## src/rtl/mux_arbiter.sv

```systemverilog
// Round-robin arbiter that grants a shared 4:1 mux to one of four requesters for fixed bursts.
// Optional macro MUXARB_EARLY_RELEASE_EN ends a burst as soon as the owner drops its request.
module mux_arbiter #(
    parameter int BURST_LEN = 4
) (
    input  logic clk,
    input  logic reset,
    input  logic req0,
    input  logic req1,
    input  logic req2,
    input  logic req3,
    output logic address0,
    output logic address1,
    output logic grant0,
    output logic grant1,
    output logic grant2,
    output logic grant3,
    output logic busy
);

    localparam logic       IDLE  = 1'b0;
    localparam logic       GRANT = 1'b1;
    localparam logic [7:0] LOAD  = 8'(BURST_LEN - 1);

    logic       state;
    logic [1:0] last;
    logic [7:0] cnt;
    logic [3:0] grant;
    logic [1:0] addr;
    logic [3:0] req;
    logic       win_found;
    logic [1:0] win_idx;
    logic       owner_drop;
    logic       burst_end;

    assign req = {req3, req2, req1, req0};

    // Scan from last+1 upward with wrap; the previous owner is checked last.
    function automatic logic [2:0] rr_pick(input logic [3:0] r, input logic [1:0] l);
        logic       found;
        logic [1:0] idx;
        logic [1:0] sel;
        found = 1'b0;
        sel   = 2'd0;
        for (int i = 1; i <= 4; i++) begin
            idx = l + 2'(i);
            if (!found && r[idx]) begin
                found = 1'b1;
                sel   = idx;
            end
        end
        return {found, sel};
    endfunction

`ifdef MUXARB_EARLY_RELEASE_EN
    assign owner_drop = !req[last];
`else
    assign owner_drop = 1'b0;
`endif

    always_comb begin
        {win_found, win_idx} = rr_pick(req, last);
        burst_end            = (cnt == 8'd0) || owner_drop;
    end

    always_ff @(posedge clk or posedge reset) begin
        if (reset) begin
            state <= IDLE;
            grant <= 4'b0000;
            busy  <= 1'b0;
            addr  <= 2'd0;
            last  <= 2'd3;
            cnt   <= 8'd0;
        end else begin
            case (state)
                IDLE: begin
                    if (win_found) begin
                        state <= GRANT;
                        grant <= 4'b0001 << win_idx;
                        busy  <= 1'b1;
                        addr  <= win_idx;
                        last  <= win_idx;
                        cnt   <= LOAD;
                    end
                end
                GRANT: begin
                    if (burst_end) begin
                        if (win_found) begin
                            grant <= 4'b0001 << win_idx;
                            addr  <= win_idx;
                            last  <= win_idx;
                            cnt   <= LOAD;
                        end else begin
                            // Address is left alone so the mux select stays stable while idle.
                            state <= IDLE;
                            grant <= 4'b0000;
                            busy  <= 1'b0;
                        end
                    end else begin
                        cnt <= cnt - 8'd1;
                    end
                end
                default: state <= IDLE;
            endcase
        end
    end

    assign {grant3, grant2, grant1, grant0} = grant;
    assign {address1, address0}             = addr;

endmodule

```

## config.mk

```make
export PLATFORM = sky130hd
export DESIGN_NAME = mux_arbiter
export DESIGN_NICKNAME = d
export VERILOG_FILES = /design/src/rtl/mux_arbiter.sv
export SDC_FILE = /design/constraint.sdc
export NUM_CORES = 1
export LEC_CHECK = 0
export CORE_MARGIN = 2
export CORE_UTILIZATION = 47
export DETAILED_ROUTE_END_ITERATION = 6
export PLACE_DENSITY = 0.84
export SYNTH_ARGS = -nofsm -noshare
export SYNTH_HDL_FRONTEND = slang
export SYNTH_SLANG_ARGS = --single-unit
```

## constraint.sdc

```tcl
create_clock -name clk -period 1.66 [get_ports clk]
set_input_delay 0.332 -clock clk [delete_from_list [all_inputs] [get_ports clk]]
set_output_delay 0.332 -clock clk [all_outputs]
set_load 0.05 [all_outputs]
```

==> results of run 1 <==
[through the flow]
step                power, uW  hold WS [ns]
floorplan                1210         0.269
global placement         1480         0.468
detailed placement       1540         0.468
CTS                      1820         0.342
global route             1970         0.366
finish                   1850         0.339
[final cells by class]
type,instances,area share (%)
Timing Repair Buffer,31,19.5
Multi-Input combinational cell,69,37.7
Tap cell,27,2.65
Clock buffer,4,2.84
Sequential cell,18,35.5
Inverter,6,1.76
[power groups by stage]
| stage | sequential, uW | clock (uW) | combinational (uW) |
|---|---|---|---|
| 6_report | 698 | 272 | 879 |
| 5_1_grt | 719 | 306 | 946 |
| 4_1_cts | 698 | 282 | 840 |
| 3_5_place_dp | 705 | 0 | 837 |
| 3_3_place_gp | 696 | 0 | 787 |
| 2_1_floorplan | 838 | 0 | 375 |
[kinds of logic after synthesis]
family / synth area share, %
mux: 7.75
compound gates: 21.8
fa+ha+maj: 2.58
buf+inv: 5.30
flops: 46.8
simple gates: 15.8
[critical path, cell delays in order, from the launching register on]
cell	delay (ns)
dfrtp_1	0.41
inv_1	0.09
ha_1	0.17
a41oi_2	0.13
buf_4	0.19
or2_2	0.30
a32o_1	0.20
[routing by layer]
metal	part of all wire, %	wire length [um]	vias up	track usage [%]
met5	0	0	-	0
li1	-	-	423	-
met4	0	0	0	7.87
met2	58	1310	16	39.4
met3	2.8	63	0	3.07
met1	40	903	429	21.8
[sequential cells by signal, indices dropped and copies added, names as in the netlist]
name / cells
cnt: 8
grant: 4
addr: 2
last: 2
busy: 1
state: 1
[how the worst max path moves through the flow]
| stage | startpoint | depth (start not counted) | to | slack [ns] |
|---|---|---|---|---|
| floorplan | cnt[2]$_DFF_PP0_ | 4 | addr[0]$_DFFE_PP0P_ | 0.12 |
| global placement | req3 | 4 | cnt[2]$_DFF_PP0_ | -0.29 |
| finish | cnt[1]$_DFF_PP0_ | 6 | grant[0]$_DFFE_PP0P_ | 0.07 |
| CTS | cnt[0]$_DFF_PP0_ | 5 | cnt[7]$_DFF_PP0_ | 0.01 |
| detailed placement | req3 | 4 | cnt[2]$_DFF_PP0_ | -0.33 |
| global route | cnt[1]$_DFF_PP0_ | 7 | cnt[5]$_DFF_PP0_ | 0.0006 |
[what timing repair did]
item / in CTS / in global routing
gates resized for setup: 1 / 5
hold endpoints to repair: 0 / 0
buffers inserted: 0 / 1
setup endpoints to repair: 1 / 9
pin swaps: 0 / 2
[cell usage in the layout (no fill, tap or decap), types with 2 or more instances in the layout]
cell,instances
nor2_1,6
mux2_2,4
dfrtp_1,16
o31ai_1,4
o21ai_1,3
a32o_1,2
or4_4,2
dfstp_2,2
clkdlybuf4s50_1,5
ha_1,2
inv_1,6
clkbuf_4,3
nor3_1,3
nand2_1,8
o21ai_0,8
a21oi_1,5
mux2i_1,3
a31oi_1,3
buf_4,25
nand2b_1,2
==> results.yml, run 1 <==
sta:
  hold_viol: 0
  finClkSkew_ns: 0.00503
  max_slew_margin_pct: 75.4
  drv_slew: 0
  tightest_slew_ns: 0.365
  setup_viol: 0
  period_share_pct: 95.8
  fmax_mhz: 629
  finalSetupTns_ns: 0
  period_minus_slack_ns: 1.59
  fin_ws_ns: 0.0694
  grt_setup_unrepaired: "false"
placed_design:
  place_area_mm2: 0.00121
  dpl.cell_count: 150
  hpwlAfterDp_um: 1720
  io_buffers: 12
  pre_cts_ws_ns: -0.330
  gp_congestion: 0.810
synthesis:
  ys_seq_elements: 18
  synth_top_area_share_pct: 41.3
  yosysMostFrequentCell: "dfrtp_1"
  yosys_warnings: 0
  ys_seq_area_share_pct: 46.8
  ys.flop_type: "dfrtp_1"
  async_flop_share_pct: 100
  yosysTopAreaCell: "dfrtp_1"
  synth.area.top_cells: "dfrtp_1, dfstp_2, o21ai_0"
  synth.distinct_cells: 33
  synth_commonest_cells: "dfrtp_1, o21ai_0, nand2_1"
  synth_edf_count: 0
  synth_nets: 105
  synthCells: 97
  syn_avg_cell_area_um2: 9.98
  syn_area_um2: 968
floorplanning:
  die_h_um: 49.4
  rows: 16
  core-area_mm2: 0.00196
  fp.dieArea_mm2: 0.00244
  start_util_pct: 49.4
  die_x_um: 49.4
  io_pins: 13
grt:
  grt_pass1_vias: 882
  antenna_found_initial: 0
  grt_max_degree: 19
  grt-ovfl-total: 0
  grt_pass1_wl_um: 3770
  track_usage_pct: 20.4
cts:
  cts_max_level: 1
  numCtsBuffers: 3
  clock_latency_ns: 0.29
  cts_hold_buf: 0
  clock-sinks: 18
  cts_tree: "yes"
  path_clk_slew_ns: 0.11
  cts_buffer_depth: 2
  root_buffer: "clkbuf_4"
pwr:
  swShare_pct: 40.2
  p_leak_uw: 0.000580
  power_frac_seq_pct: 37.8
  peakVddDrop_mv: 0.908
  p_per_area_mw_per_mm2: 1450
  p_comb_share_pct: 47.5
  p_sw_uw: 743
  power.internal_uw: 1110
  p_clk_share_pct: 14.7
drt:
  ant_nets: 0
  first_pass_iters: 4
  routedWlPerCell_um: 14.7
  routed_wirelength_um: 2270
  drc_errors: 0
  drt_iter0_drc: 7
  vias: 868
  viasPerCell: 5.60
layout:
  diodes: 0
  layout-drive-gt1-share_pct: 34.4
  multi_input_area_um2: 482
  seq_area_um2: 453
  fillers: 187
  nNetsFinal: 137
  instances_no_fill: 155
  fin_area_mm2: 0.00128
  syn_to_final_growth_pct: 31.8
  utilization_pct: 65.1
setup_path:
  arrival_ns: 1.79
  path_class: "reg2reg"
  regToRegSetupSlack_ns: 0.07
  cp_max_fo: 6
  start_kind: "register"
  reg2regPathDepth: 6
  end_kind: "register"
  critPathRequiredTime_ns: 1.86
  rr_endpoint: "grant[0]$_DFFE_PP0P_"
  r2r-start: "cnt[1]$_DFF_PP0_"
job:
  maxCapViolCount: 0
worst_hold_path:
  hold_class: "in2async"
outcome:
  outcome: "completed"
(Power assumes the default switching activity.)
==> run 2: changes to the inputs <==
--- a/config.mk
+++ b/config.mk
@@ -5,10 +5,11 @@
 export SDC_FILE = /design/constraint.sdc
 export NUM_CORES = 1
 export LEC_CHECK = 0
+export ABC_AREA = 1
 export CORE_MARGIN = 2
-export CORE_UTILIZATION = 47
+export CORE_UTILIZATION = 40
 export DETAILED_ROUTE_END_ITERATION = 6
-export PLACE_DENSITY = 0.84
+export PLACE_DENSITY = 0.73
 export SYNTH_ARGS = -nofsm -noshare
 export SYNTH_HDL_FRONTEND = slang
 export SYNTH_SLANG_ARGS = --single-unit
==> results.yml, run 2 <==
outcome:
  outcome: "complete, but fails checks"
  violations: "setup timing"
synthesis:
  ys_seq_elements: 18
  ys_seq_area_share_pct: 38.7
  synth.distinct_cells: 25
  async_flop_share_pct: 100
  synth_nets: 169
  synthCells: 161
  synth.area.top_cells: "dfrtp_1, nand2_1, inv_1"
  yosys_warnings: 0
  yosysMostFrequentCell: "nand2_1"
  syn_area_mm2: 0.00117
  synth_top_area_share_pct: 34.2
  synthMuxAreaShare_pct: 0
  yosysTopAreaCell: "dfrtp_1"
  ys.flop_type: "dfrtp_1"
  synthSimpleGateAreaFrac_pct: 42.6
  syn_avg_cell_area_um2: 7.27
  synth_top_family_by_area: "simple AND/OR/NAND/NOR gates"
  synth_compound_area_share_pct: 6.52
  synth_fa_ha_area_share_pct: 2.14
  synth_edf_count: 0
  synthXorXnorAreaFrac_pct: 0.749
  synth_commonest_cells: "nand2_1, inv_1, dfrtp_1"
sta:
  grt_setup_unrepaired: "true"
  drv_slew: 0
  finClkSkew_ns: 0.00464
  fmax_mhz: 561
  hold_viol: 0
  period_share_pct: 107
  setup_viol: 17
  max_slew_margin_pct: 78.4
  period_minus_slack_ns: 1.78
  hold_slack_ns: 0.342
  fin_ws_ns: -0.123
  tightest_slew_ns: 0.321
pwr:
  peakVddDrop_mv: 0.409
  p_per_area_mw_per_mm2: 507
  p_leak_uw: 0.000871
floorplanning:
  start_util_pct: 42.4
  die_h_um: 58.1
  io_pins: 13
  core-area_mm2: 0.00276
  fp.dieArea_mm2: 0.00337
  die_x_um: 58.1
  rows: 19
placed_design:
  hpwlAfterDp_um: 1870
  io_buffers: 12
  gp_congestion: 0.873
drt:
  viasPerCell: 5.00
  drt_iter0_drc: 36
  routedWlPerCell_um: 12.2
  vias: 1109
  ant_nets: 0
  top_layer_used: "met4"
  drc_errors: 0
  drt-met1-wl_um: 1130
  wl_met3_um: 95
  wl_met2_um: 1430
  routed_wirelength_um: 2710
  first_pass_iters: 4
layout:
  nNetsFinal: 200
  most-common-layout-cells: "nand2_1, buf_4, inv_1"
  layout-drive-gt1-share_pct: 35.1
  final_common_cell: "nand2_1"
  regMostFlops: "cnt"
  utilization_pct: 57.2
  top_regs: "cnt: 8 flops, grant: 4 flops"
  diodes: 0
  largest_reg_flops: 8
  syn_to_final_growth_pct: 34.9
grt:
  track_usage_pct: 18.2
  grt_max_degree: 19
  antenna_found_initial: 0
  grt-ovfl-total: 0
  grt_pass1_vias: 1144
  grt_pass1_wl_um: 4720
cts:
  clock_latency_ns: 0.30
  root_buffer: "clkbuf_4"
  cts_buffer_depth: 2
  clock-sinks: 18
  numCtsBuffers: 3
  path_clk_slew_ns: 0.11
  cts_max_level: 1
  cts_tree: "yes"
setup_path:
  critPathRequiredTime_ns: 1.86
  arrival_ns: 1.98
  end_kind: "register"
  crit_buf_inv: 2
  start_kind: "register"
  cp_slowest_cell: "dfstp_2"
  path_class: "reg2reg"
  path_delay_family: "simple AND/OR/NAND/NOR gates"
  cp_common_cell: "nand2_4"
  worstPathCellList: "clkinv_4 > nand2_2 > nand2_4 > nand2_4 > nand2_4 > nor2_8 > nand3_4 > nand2_8 > inv_8 > nand3_1 > nand2_1"
  crit_path_max_incr_delay_ns: 0.62
  cp_max_fo: 9
worst_hold_path:
  hold_class: "in2async"
job:
  maxCapViolCount: 0
==> run 2: cell types whose count changed in the layout (fill, tap and decap cells not counted), sizes merged, moves of 3 or more <==
cell    before  now
nand4        0    4
nor2         6   17
o21ai       11    7
nand2b       3    0
o31ai        4    0
nor3         4    1
nand2        8   66
a31oi        3    0
nand3        1   12
buf         26   22
inv          6   23
mux2         4    0
mux2i        3    0
==> run 2: worst min-delay path: cells and delay by family <==
family / cells / cell delay, ns
buffers and inverters: 3 / 0.69
==> run 2: final cells by class <==
type	instances	area, um^2
Timing Repair Buffer	27	228
Multi-Input combinational cell	118	719
Clock buffer	4	36.3
Tap cell	31	38.8
Fill cell	253	1180
Inverter	24	103
Sequential cell	18	453
==> run 2: worst paths after layout <==
check                                startpoint              endpoint  slack (ns)  cells past startpoint
max                         last[0]$_DFFE_PP1P_  grant[3]$_DFFE_PP0P_       -0.12                     11
min                                       reset      cnt[1]$_DFF_PP0_        0.34                      3
max reg2reg                 last[0]$_DFFE_PP1P_  grant[3]$_DFFE_PP0P_       -0.12                     11
min reg2reg                grant[1]$_DFFE_PP0P_  grant[1]$_DFFE_PP0P_        0.50                      2
max in group asynchronous                 reset   last[0]$_DFFE_PP1P_        1.06                      3
min in group clk           grant[1]$_DFFE_PP0P_  grant[1]$_DFFE_PP0P_        0.50                      2
==> run 2: cell families after synthesis <==
group / after synthesis
xor+xnor: 1
compound gates: 14
simple gates: 101
fa+ha+maj: 2
flops: 18
buf+inv: 25
==> run 2: routing by layer <==
layer  GRT usage, %  vias to the layer above
li1               -                      567
met1           19.8                      516
met2           33.0                       20
met3           3.13                        6
met4           10.3                        0
met5              0                        -
==> run 2: metrics by stage <==
stage / instances / TNS [ns] / power, uW / area, um^2 / setup slack (ns)
floorplan: 161 / 0 / 493 / 1170 / 0.0927
global placement: 209 / -2.06 / 519 / 1350 / -0.173
detailed placement: 209 / -2.93 / 522 / 1350 / -0.231
CTS: 220 / -0.490 / 798 / 1490 / -0.0552
global route: 222 / -3.03 / 841 / 1580 / -0.228
finish: 222 / -1.23 / 800 / 1580 / -0.123
==> run 2: timing repair <==
item,4_1_cts,5_1_grt
buffers inserted,7,2
pin swaps,8,3
endpoints found under the setup margin,15,18
hold buffers,0,0
resized for setup,17,17
==> run 2: power by group <==
part | internal [uW] | switching (uW) | total (uW)
registers | 438 | 0 | 438
logic | 35.1 | 53.5 | 88.6
clock network | 134 | 139 | 273
total | 607 | 192 | 800
